==> config.mk <==
export PLATFORM = sky130hd
export DESIGN_NAME = vctr_stream_driver
export DESIGN_NICKNAME = d
export VERILOG_FILES = /design/src/rtl/vctr_drv_pkg.sv /design/src/rtl/vctr_drv_addr_gen.sv /design/src/rtl/vctr_stream_driver.sv
export SDC_FILE = /design/constraint.sdc
export NUM_CORES = 1
export LEC_CHECK = 0
export ABC_CLOCK_PERIOD_IN_PS = 6400
export BUFFER_PORTS_ARGS = -buffer_cell sky130_fd_sc_hd__buf_2
export CORE_ASPECT_RATIO = 0.8
export CORE_UTILIZATION = 41
export CTS_BUF_LIST = sky130_fd_sc_hd__clkbuf_8
export CTS_CLUSTER_DIAMETER = 150
export CTS_CLUSTER_SIZE = 20
export DETAILED_ROUTE_END_ITERATION = 8
export PLACE_DENSITY = 0.74
export SYNTH_ARGS = -nofsm -noshare
export SYNTH_HDL_FRONTEND = slang
export SYNTH_SLANG_ARGS = --single-unit
==> constraint.sdc <==
create_clock -name clk -period 6.4 [get_ports clk]
set_input_delay 0.64 -clock clk [delete_from_list [all_inputs] [get_ports clk]]
set_output_delay 0.64 -clock clk [all_outputs]
set_load 0.005 [all_outputs]
==> src/rtl/vctr_drv_pkg.sv <==
// rtl/vctr_drv_pkg.sv - shared FSM state type and counter sizing for the vector stream driver
package vctr_drv_pkg;

    typedef enum logic [2:0] {
        IDLE,
        START,
        PUSH,
        WAIT_DONE,
        DRAIN,
        FINISH
    } state_t;

    function automatic int cnt_width(input int vector_length);
        return $clog2(2 * vector_length) + 1;
    endfunction

endpackage

==> src/rtl/vctr_drv_addr_gen.sv <==
// rtl/vctr_drv_addr_gen.sv - element index counter with split two-base address adder and last flag
module vctr_drv_addr_gen #(
    parameter int ADDR_WIDTH = 10,
    parameter int CNT_W      = 5,
    parameter int SPLIT      = 8,
    parameter int LAST       = 15
) (
    input  logic                  clk,
    input  logic                  rst,
    input  logic                  clr,
    input  logic                  inc,
    input  logic [ADDR_WIDTH-1:0] base_lo,
    input  logic [ADDR_WIDTH-1:0] base_hi,
    output logic [ADDR_WIDTH-1:0] addr,
    output logic                  last
);

    logic [CNT_W-1:0] idx;
    logic [CNT_W-1:0] off;
    logic             lo;

    always_ff @(posedge clk) begin
        if (rst || clr) begin
            idx <= '0;
        end else if (inc) begin
            idx <= idx + CNT_W'(1);
        end
    end

    // Indices below SPLIT address base_lo; the rest restart from base_hi.
    assign lo   = idx < CNT_W'(SPLIT);
    assign off  = lo ? idx : idx - CNT_W'(SPLIT);
    assign addr = (lo ? base_lo : base_hi) + ADDR_WIDTH'(off);
    assign last = idx == CNT_W'(LAST);

endmodule

==> src/rtl/vctr_stream_driver.sv <==
// rtl/vctr_stream_driver.sv - SRAM-to-accelerator vector stream initiator; watchdog under VCTR_DRV_TIMEOUT_EN
module vctr_stream_driver
    import vctr_drv_pkg::*;
#(
    parameter int DATA_WIDTH     = 16,
    parameter int VECTOR_LENGTH  = 8,
    parameter int ADDR_WIDTH     = 10,
    parameter int TIMEOUT_CYCLES = 1024
) (
    input  logic                  clk,
    input  logic                  rst,
    input  logic                  cmd_valid,
    output logic                  cmd_ready,
    input  logic [ADDR_WIDTH-1:0] cmd_base_a,
    input  logic [ADDR_WIDTH-1:0] cmd_base_b,
    input  logic [ADDR_WIDTH-1:0] cmd_base_out,
    output logic                  cmd_done,
    output logic                  err_timeout,
    output logic                  mem_rd_en,
    output logic [ADDR_WIDTH-1:0] mem_rd_addr,
    input  logic [DATA_WIDTH-1:0] mem_rd_data,
    output logic                  mem_wr_en,
    output logic [ADDR_WIDTH-1:0] mem_wr_addr,
    output logic [DATA_WIDTH-1:0] mem_wr_data,
    output logic                  acc_start,
    input  logic                  acc_idle,
    input  logic                  acc_ready,
    input  logic                  acc_done,
    output logic                  acc_data_in_en,
    output logic [DATA_WIDTH-1:0] acc_data_in,
    output logic                  acc_data_out_en,
    input  logic [DATA_WIDTH-1:0] acc_data_out
);

    localparam int              CW        = cnt_width(VECTOR_LENGTH);
    localparam logic [CW-1:0]   PUSH_LAST = CW'(2 * VECTOR_LENGTH - 1);
    localparam logic [CW-1:0]   POP_LAST  = CW'(VECTOR_LENGTH - 1);

    state_t                state;
    logic [ADDR_WIDTH-1:0] base_a, base_b, base_out;
    logic [CW-1:0]         cnt;
    logic                  started, rd_pend, rd_all, hold_vld, wr_en_q;
    logic [DATA_WIDTH-1:0] hold_data;
    logic                  accept, rd_issue, push, rd_last, wr_last, timeout_fire;
    logic [ADDR_WIDTH-1:0] rd_addr, wr_addr;

    assign accept   = (state == IDLE) && cmd_valid && cmd_ready;
    // A read whose data arrives while acc_ready is low is parked in hold_data;
    // no new read is issued until it has been pushed, so one entry suffices.
    assign rd_issue = (state == PUSH) && acc_ready && !rd_all;
    assign push     = (state == PUSH) && acc_ready && (rd_pend || hold_vld);

    assign mem_rd_en      = rd_issue;
    assign mem_rd_addr    = rd_issue ? rd_addr : '0;
    assign acc_data_in_en = push;
    assign acc_data_in    = push ? (hold_vld ? hold_data : mem_rd_data) : '0;
    assign mem_wr_en      = wr_en_q;
    assign mem_wr_addr    = wr_en_q ? wr_addr : '0;
    assign mem_wr_data    = wr_en_q ? acc_data_out : '0;

    vctr_drv_addr_gen #(
        .ADDR_WIDTH (ADDR_WIDTH),
        .CNT_W      (CW),
        .SPLIT      (VECTOR_LENGTH),
        .LAST       (2 * VECTOR_LENGTH - 1)
    ) u_rd_gen (
        .clk     (clk),
        .rst     (rst),
        .clr     (accept),
        .inc     (rd_issue),
        .base_lo (base_a),
        .base_hi (base_b),
        .addr    (rd_addr),
        .last    (rd_last)
    );

    vctr_drv_addr_gen #(
        .ADDR_WIDTH (ADDR_WIDTH),
        .CNT_W      (CW),
        .SPLIT      (VECTOR_LENGTH),
        .LAST       (VECTOR_LENGTH - 1)
    ) u_wr_gen (
        .clk     (clk),
        .rst     (rst),
        .clr     (accept),
        .inc     (wr_en_q),
        .base_lo (base_out),
        .base_hi (base_out),
        .addr    (wr_addr),
        .last    (wr_last)
    );

    always_ff @(posedge clk) begin
        if (rst) begin
            state           <= IDLE;
            cmd_ready       <= 1'b1;
            cmd_done        <= 1'b0;
            acc_start       <= 1'b0;
            acc_data_out_en <= 1'b0;
            wr_en_q         <= 1'b0;
            started         <= 1'b0;
            rd_pend         <= 1'b0;
            rd_all          <= 1'b0;
            hold_vld        <= 1'b0;
            hold_data       <= '0;
            cnt             <= '0;
            base_a          <= '0;
            base_b          <= '0;
            base_out        <= '0;
        end else begin
            cmd_done  <= 1'b0;
            acc_start <= 1'b0;
            wr_en_q   <= acc_data_out_en;
            rd_pend   <= rd_issue;
            if (rd_issue && rd_last) begin
                rd_all <= 1'b1;
            end
            if (rd_pend && !push) begin
                hold_vld  <= 1'b1;
                hold_data <= mem_rd_data;
            end else if (push && hold_vld) begin
                hold_vld <= 1'b0;
            end

            case (state)
                IDLE: begin
                    if (accept) begin
                        base_a    <= cmd_base_a;
                        base_b    <= cmd_base_b;
                        base_out  <= cmd_base_out;
                        cmd_ready <= 1'b0;
                        started   <= 1'b0;
                        rd_all    <= 1'b0;
                        cnt       <= '0;
                        state     <= START;
                    end
                end
                START: begin
                    if (!started) begin
                        if (acc_idle) begin
                            acc_start <= 1'b1;
                            started   <= 1'b1;
                        end
                    end else if (acc_ready) begin
                        cnt   <= '0;
                        state <= PUSH;
                    end
                end
                PUSH: begin
                    if (push) begin
                        if (cnt == PUSH_LAST) begin
                            cnt   <= '0;
                            state <= WAIT_DONE;
                        end else begin
                            cnt <= cnt + CW'(1);
                        end
                    end
                end
                WAIT_DONE: begin
                    if (acc_done) begin
                        acc_data_out_en <= 1'b1;
                        cnt             <= '0;
                        state           <= DRAIN;
                    end
                end
                DRAIN: begin
                    if (acc_data_out_en) begin
                        if (cnt == POP_LAST) begin
                            acc_data_out_en <= 1'b0;
                        end
                        cnt <= cnt + CW'(1);
                    end
                    if (wr_en_q && wr_last) begin
                        cmd_done <= 1'b1;
                        state    <= FINISH;
                    end
                end
                FINISH: begin
                    cmd_ready <= 1'b1;
                    state     <= IDLE;
                end
                default: state <= IDLE;
            endcase

            if (timeout_fire) begin
                state           <= IDLE;
                cmd_ready       <= 1'b1;
                cmd_done        <= 1'b1;
                acc_start       <= 1'b0;
                acc_data_out_en <= 1'b0;
                wr_en_q         <= 1'b0;
            end
        end
    end

`ifdef VCTR_DRV_TIMEOUT_EN
    localparam int TW = $clog2(TIMEOUT_CYCLES + 1);

    state_t        last_state;
    logic [TW-1:0] tcnt, age;
    logic          watched;

    // age is the number of cycles already spent in the current state.
    assign watched      = (state == START) || (state == WAIT_DONE) || (state == DRAIN);
    assign age          = (state != last_state) ? '0 : tcnt;
    assign timeout_fire = watched && (age == TW'(TIMEOUT_CYCLES - 1));

    always_ff @(posedge clk) begin
        if (rst) begin
            last_state  <= IDLE;
            tcnt        <= '0;
            err_timeout <= 1'b0;
        end else begin
            last_state <= state;
            tcnt       <= watched ? age + TW'(1) : '0;
            if (timeout_fire) begin
                err_timeout <= 1'b1;
            end else if (accept) begin
                err_timeout <= 1'b0;
            end
        end
    end
`else
    assign timeout_fire = 1'b0;
    assign err_timeout  = 1'b0;
`endif

endmodule
# == Yosys cells after proc, flatten, opt, wreduce, memory -nomap -nowiden ==
# Index checks and enable logic that the tools add are counted.
# W data, S select, Z words.
# classes
add_sub_neg,7
multipliers,0
div_mod_pow,0
magnitude_cmp,2
n_eq_ne,17
shifts,0
n_mux,39
n_bitwise,2
reduce_logical,27
# ops
op,n
$mux W16,3
$mux W5,9
$mux W10,3
$pmux W5 S5,1
$mux W3,7
$add A10 B5 Y10,2
$add A5 B1 Y5 const B,3
$pmux W3 S5,1
$reduce_and A7 Y1,2
$mux W1,12
$ne A2 B2 Y1 const B,6
$eq A5 B3 Y1 const B,2
$eq A5 B4 Y1 const B,2
$lt A5 B4 Y1 const B,2
$sub A5 B4 Y5 const B,2
$logic_and A1 B1 Y1,9
$reduce_and A2 Y1,4
$reduce_bool A2 Y1,4
$eq A3 B2 Y1 const B,2
$eq A3 B3 Y1 const B,2
$pmux W1 S2,3
$reduce_bool A5 Y1,1
$ne A2 B1 Y1 const B,2
$eq A3 B1 Y1 const B,1
other kinds (6),9
# totals
reg_bits,73
latch_bits,0
mem_bits_rw,0
mem_bits_ro,0
inputBits,68
output_inout_bits,60
elab_cells,111
memories,0

# == Longest topological paths before layout ==
# Gate-level depths: netlist (run 1).
# depth
ltp_word,7
mapped_depth,10
ltp_nobuf,9

# == Modules after synthesis ==
# Synthesis (run 1) repeated with hierarchy kept, for this count alone.
# hier_totals
hier_cells,530
area_unflattened_um2,4261.6
# modules_own_cells
module,instances,cells_each,area_per_inst_um2
vctr_stream_driver,1,388,2946.6
vctr_drv_addr_gen at u_rd_gen,1,72,664.4
vctr_drv_addr_gen at u_wr_gen,1,70,650.6

# == Worst setup path after synthesis (run 1) ==
# No wires, ideal clock.
# synth_timing
kind,register -> output
from,register u_rd_gen.idx[3]
to,output port mem_rd_addr[6]
arrival_time_ns,2.423
required_time_ns,5.760
setup_slack_ns,3.337
stages_incl_launch_ff,11
path_buffers,1
cell_sequence,dfxtp_1 > nor2_1 > buf_2 > mux2_2 > ha_1 > fa_1 > a211oi_1 > nor2_1 > o21ai_0 > xnor2_1 > nor2_1
# synth_between
elab_chain_len,4
word_cells_on_any_way,6
# synth_lines
item,line_no,source
start: declaration,vctr_drv_addr_gen.sv:18,logic [CNT_W-1:0] idx;
start signal: assignment,vctr_drv_addr_gen.sv:26,idx <= idx + CNT_W'(1);
$sub A5 B4 Y5 or $lt A5 B4 Y1 (tied branches),"vctr_drv_addr_gen.sv:32, vctr_drv_addr_gen.sv:31",
$mux W5 or $mux W10 (tied branches),"vctr_drv_addr_gen.sv:32, vctr_drv_addr_gen.sv:33",
$add A10 B5 Y10 *,vctr_drv_addr_gen.sv:33,assign addr = (lo ? base_lo : base_hi) + ADDR_WIDTH'(off);
$mux W10 *,vctr_stream_driver.sv:54,assign mem_rd_addr = rd_issue ? rd_addr : '0;
end: declaration,vctr_stream_driver.sv:20,"output logic [ADDR_WIDTH-1:0] mem_rd_addr,"
# Mark *: on every way between the ends. The rest lies on a longest branch, timed or not.

# == Worst setup path after layout (run 1) ==
# Ends and elaborated chain as after synthesis.

==> metrics.md, run 1 <==
| Metric | Value |
|---|---|
| Seq cells post-synth | 73 |
| Number of antenna violations at the first check in global routing | 1 |
| Worst-path clk slew | 0.08 ns |
| Die W | 113 microns |
| Vias | 3917 |
| CP most frequent cell | nor2_1 |
| Crit-path max cell delay | 0.84 ns |
| Finish-stage setup viols | 0 |
| Area post-placement | 4700 sq um |
| Post-synth top area share | 0.364 |
| Nets | 716 |
| Dominant cells by area after synthesis | dfxtp_1 36%, nand2_1 10%, a21oi_1 7.5% |
| Post-route ant nets | 0 |
| Clk_skew | 0.0128 ns |
| Peak Freq | 0.237 GHz |
| Met2 global-route usage | 0.354 |
| VDD IR max | 0.000127 V |
| Number of global-route vias before repair | 3752 |
| Final WS setup | 2.19 ns |
| Total Wirelength | 9800 microns |
| Worst Setup End Kind | primary output |
| Die height | 90.5 microns |
| Worst-margin pin slew | 1.13 ns |
| GR peak layer | met2 |
| Dpl hpwl | 7210 microns |
| Cell Area, Synth | 4010 sq um |
| Power per cell area | 287 nW/um^2 |
| DP Worst Slack | 2.57 ns |
| Top FF cell, synth | dfxtp_1 |
| Ys Warns | 0 |
| Drt first pass iters | 4 |
| Yosys cell types | 52 |
| Iteration-0 DRC count of the detailed router | 181 |
| Fin area | 4940 sq um |
| First-pass GRT wire length | 16700 microns |
| Longest Clk Path Bufs | 2 |
| Met1 global-route usage | 0.236 |
| Data arrival, critical path | 3.57 ns |
| Worst path cell trace | nor2_1 > mux2_2 > ha_1 > fa_1 > a211oi_1 > nor2_1 > o21ai_0 > xnor2_1 > nor2_1 > buf_2 |
| Num rows | 31 |
| Mapped Nets | 605 |
| Worst-path fanout max | 12 |
| Asr flop ratio synth | 0 |
| Min-delay worst type | flop to flop |
| PortBufs | 126 |
| Crit path time final | 4.21 ns |
| Layout cells sized above 1 | 0.243 |
| Most frequent cells in the layout | 126 x buf_2, 112 x nand2_1, 73 x dfxtp_1 |
| Relative slew margins | 0.243 |
| Starting density of the core | 0.433 |
| Number of synthesized flops with an enable pin | 0 |
| Largest net degree at the start of global routing | 66 |
| RSZ-0062 raised after global routing | no |
| CTS Buf Count | 9 |
| Total Power | 1.42 mW |
| CTS tree | yes |
| Core region area | 9270 sq um |
| Setup bufs post-CTS | 0 |
| Drt drc | 0 |
| Leakage | 2.16 nW |
| Commonest non-fill, non-tap cell in the layout | buf_2 |
| Dpl cells | 734 |
| Final std cells w/o fill | 751 |
| Via density per instance | 5.22 |
| # hold bufs at CTS | 0 |
| Fillcell total | 896 |
| Total of max-cap violations | 0 |
| Largest area contributor in the netlist | dfxtp_1 |
| Routed length per instance | 13.0 microns |
| M3 GR Usage | 0.0416 |
| Die area | 10200 sq um |
| Crit path kind | flop to primary output |
| Final GP Congestion | 0.859 |
| GR Overflow Total | 0 |
| Final hold vios | 0 |
| Tcrit/Tclk final | 0.658 |
| Max-slew violations | 0 |
| CTS resizes | 0 |
| Sequential fraction of the synthesis area | 0.364 |
| CP Data Required Time | 5.76 ns |
| Setup TNS | 0 ns |
| Crit-path slowest cell | nor2_1 |
| Area delta synth->final | 23.0% |
| Clock Latency Late Sink | 0.34 ns |
| Startpoint Class | flop |
| Fin Hold WS | 0.456 ns |
| Syn Area/Cell | 7.73 sq um |
| Outcome | complete, no violations |
| CTS H-Tree Depth | 3 |
| Total track usage | 0.200 |
| Gate Count Post-Synth | 519 |
| Clock Sinks | 73 |
| Util after Layout | 0.532 |
| I/O pin cnt | 128 |
| CTS Root Cell | clkbuf_8 |
==> final timing paths <==
kind	start	cells past startpoint	slack, ns	to
worst max-delay path	u_rd_gen.idx[3]	10	2.19	mem_rd_addr[6]
worst min-delay path	base_a[4]	2	0.46	base_a[4]
worst max register to register	cnt[0]	9	4.12	cnt[3]
worst min register to register	base_a[4]	2	0.46	base_a[4]
==> final cells by class <==
cell class                      count  area, sq um  area share
Timing Repair Buffer              129          653       0.132
Clock inverter                      7          111      0.0226
Inverter                           13         48.8     0.00989
Sequential cell                    73         1460       0.296
Clock buffer                        9          124      0.0251
Tap cell                          115          144      0.0292
Multi-Input combinational cell    404         2390       0.484
Antenna cell                        1         2.50    0.000507
==> logic make-up after synthesis <==
logic type | count (synthesis) | share of synthesized area
other cells | 1 | 0.000934
compound gates | 101 | 0.147
mux | 32 | 0.0820
flops | 73 | 0.364
fa+ha+maj | 18 | 0.0599
buf+inv | 42 | 0.0418
xor+xnor | 16 | 0.0349
simple gates | 236 | 0.270
==> synthesized netlist by cell type (8+ instances only) <==
master / n
mux2i_1: 25
ha_1: 16
and2_1: 26
nor2b_1: 10
inv_1: 12
a21oi_1: 60
o21ai_0: 9
nor2_1: 50
clkbuf_1: 22
nor3_1: 8
dfxtp_1: 73
nand2_1: 112
xnor2_1: 9
==> metal layers <==
metal | share of wire | wire, microns
met5 | 0 | 0
met4 | 0.0087 | 85
met3 | 0.059 | 582
met2 | 0.48 | 4740
met1 | 0.45 | 4390
==> power breakdown <==
part,switching (mW),total (mW),leakage (nW),internal [mW]
Sequential,0.0782,0.592,0.593,0.514
Combinational,0.227,0.398,1.45,0.171
Clock,0.170,0.427,0.126,0.256
Total,0.475,1.42,2.16,0.941
==> sequential cells by signal (all words and copies together) (netlist names) <==
register	cells
acc_data_out_en	1
acc_start	1
base_a	10
base_b	10
base_out	10
cmd_done	1
cmd_ready	1
cnt	5
hold_data	16
hold_vld	1
mem_wr_en	1
rd_all	1
rd_pend	1
started	1
state	3
u_rd_gen.idx	5
u_wr_gen.idx	5
==> worst max-delay path: cells and delay by family (launching register included) <==
kind	cells	cell delay (ns)
AO/OA/AOI/OAI	2	0.51
XOR/XNOR	1	0.14
adder cells (fa/ha/maj)	2	0.66
flip-flops	1	0.36
buffers and inverters	1	0.13
AND/OR/NAND/NOR	3	1.01
multiplexers	1	0.42
(Power assumes the default switching activity.)
==> run 2: changes to the inputs <==
ABC_CLOCK_PERIOD_IN_PS = 4000   (was 6400)
clock period = 4 ns   (was 6.4 ns; I/O delays follow)
==> metrics.md, run 2 (synthesized netlist as in run 1, its figures left out) <==
| Metric | Value |
|---|---|
| Die area | 10200 sq um |
| Peak Freq | 0.302 GHz |
| Total of max-cap violations | 0 |
| Final WS setup | 0.688 ns |
| Crit path kind | flop to primary output |
| Longest Clk Path Bufs | 2 |
| Dpl cells | 737 |
| Data arrival, critical path | 2.91 ns |
| Max-slew violations | 0 |
| Fillcell total | 917 |
| Crit path time final | 3.31 ns |
| Iteration-0 DRC count of the detailed router | 178 |
| Outcome | complete, no violations |
| Worst-path fanout max | 12 |
| First-pass GRT wire length | 16300 microns |
| CTS resizes | 0 |
| Final std cells w/o fill | 753 |
| Leakage | 2.16 nW |
| Startpoint Class | flop |
| Finish-stage setup viols | 0 |
| Routed length per instance | 13.0 microns |
| Largest net degree at the start of global routing | 39 |
| Fin Hold WS | 0.293 ns |
| Clk_skew | 0.0101 ns |
| Crit-path slowest cell | fa_1 |
| Area post-placement | 4720 sq um |
| Relative slew margins | 0.266 |
| Total Power | 2.17 mW |
| Min-delay worst type | input pin to flop |
| Final hold vios | 0 |
| RSZ-0062 raised after global routing | no |
| CP Data Required Time | 3.60 ns |
| CTS Root Cell | clkbuf_8 |
| CTS Buf Count | 9 |
| Met2 global-route usage | 0.330 |
| Number of antenna violations at the first check in global routing | 1 |
| Drt first pass iters | 5 |
| CTS tree | yes |
| M3 GR Usage | 0.0450 |
| Util after Layout | 0.531 |
| Post-route ant nets | 0 |
| # hold bufs at CTS | 0 |
| Vias | 3867 |
| CP most frequent cell | nor2_1 |
| Biggest register | hold_data |
| Area delta synth->final | 22.5% |
| Starting density of the core | 0.433 |
| GR peak layer | met2 |
| Dpl hpwl | 7220 microns |
| Core region area | 9270 sq um |
| Fin area | 4920 sq um |
| Die W | 113 microns |
| Via density per instance | 5.14 |
| Number of global-route vias before repair | 3603 |
| Crit-path max cell delay | 0.44 ns |
| DP Worst Slack | 1.05 ns |
| Die height | 90.5 microns |
| Worst-path clk slew | 0.08 ns |
| Commonest non-fill, non-tap cell in the layout | buf_2 |
| Total Wirelength | 9780 microns |
| GR Overflow Total | 0 |
| Met1 global-route usage | 0.242 |
| Worst path cell trace | nor2_1 > buf_4 > mux2_2 > ha_1 > fa_1 > a211oi_1 > nor2_1 > o211ai_1 > xnor2_1 > nor2_1 > buf_2 |
| Clock Latency Late Sink | 0.34 ns |
| Final GP Congestion | 0.859 |
| Clock Sinks | 73 |
| PortBufs | 126 |
| Setup bufs post-CTS | 0 |
| CTS H-Tree Depth | 3 |
| Tcrit/Tclk final | 0.828 |
| Worst Setup End Kind | primary output |
| Layout cells sized above 1 | 0.246 |
| Drt drc | 0 |
| Setup TNS | 0 ns |
| Most frequent cells in the layout | 126 x buf_2, 112 x nand2_1, 73 x dfxtp_1 |
| Max reg flops | 16 |
| Num rows | 31 |
| Power per cell area | 441 nW/um^2 |
| Worst-margin pin slew | 1.09 ns |
| Nets | 719 |
| Total track usage | 0.196 |
| VDD IR max | 0.000195 V |
| I/O pin cnt | 128 |
-- run 2: metal layers --
| layer | vias to the layer above | routed length (microns) |
|---|---|---|
| met1 | 1735 | 4430 |
| met4 | 0 | 180 |
| met3 | 17 | 579 |
| met2 | 132 | 4590 |
| li1 | 1983 | - |
| met5 | - | 0 |
-- run 2: path summary, 6_finish.rpt --
| kind | slack [ns] | cells after the start | endpoint | startpoint |
|---|---|---|---|---|
| setup / recovery | 0.69 | 11 | mem_rd_addr[8] | u_rd_gen.idx[3] |
| hold / removal | 0.29 | 3 | base_out[9] | cmd_base_out[9] |
| setup reg to reg | 1.71 | 9 | cnt[3] | cnt[0] |
| hold reg to reg | 0.46 | 2 | base_a[4] | base_a[4] |
-- run 2: power breakdown --
part / switching, mW / internal [mW]
combinational: 0.387 / 0.277
sequential: 0.102 / 0.822
clock: 0.267 / 0.315
-- run 2: area by class of cell --
| type | instances | area, sq um | area share |
|---|---|---|---|
| well taps | 115 | 144 | 0.0293 |
| multi-input cells | 404 | 2390 | 0.486 |
| repair buffers | 132 | 676 | 0.137 |
| diodes | 1 | 2.50 | 0.000509 |
| inverters | 13 | 48.8 | 0.00992 |
| flip-flops and latches | 73 | 1460 | 0.297 |
| clock buffers | 11 | 151 | 0.0308 |
| clock inverters | 4 | 43.8 | 0.00890 |
-- run 2: critical path, delay by kind of cell (launching register included) --
kind,cells,cell delay [ns]
flops,1,0.35
xor+xnor,1,0.14
buf+inv,2,0.35
fa+ha+maj,2,0.67
compound gates,2,0.44
simple gates,3,0.27
mux,1,0.36
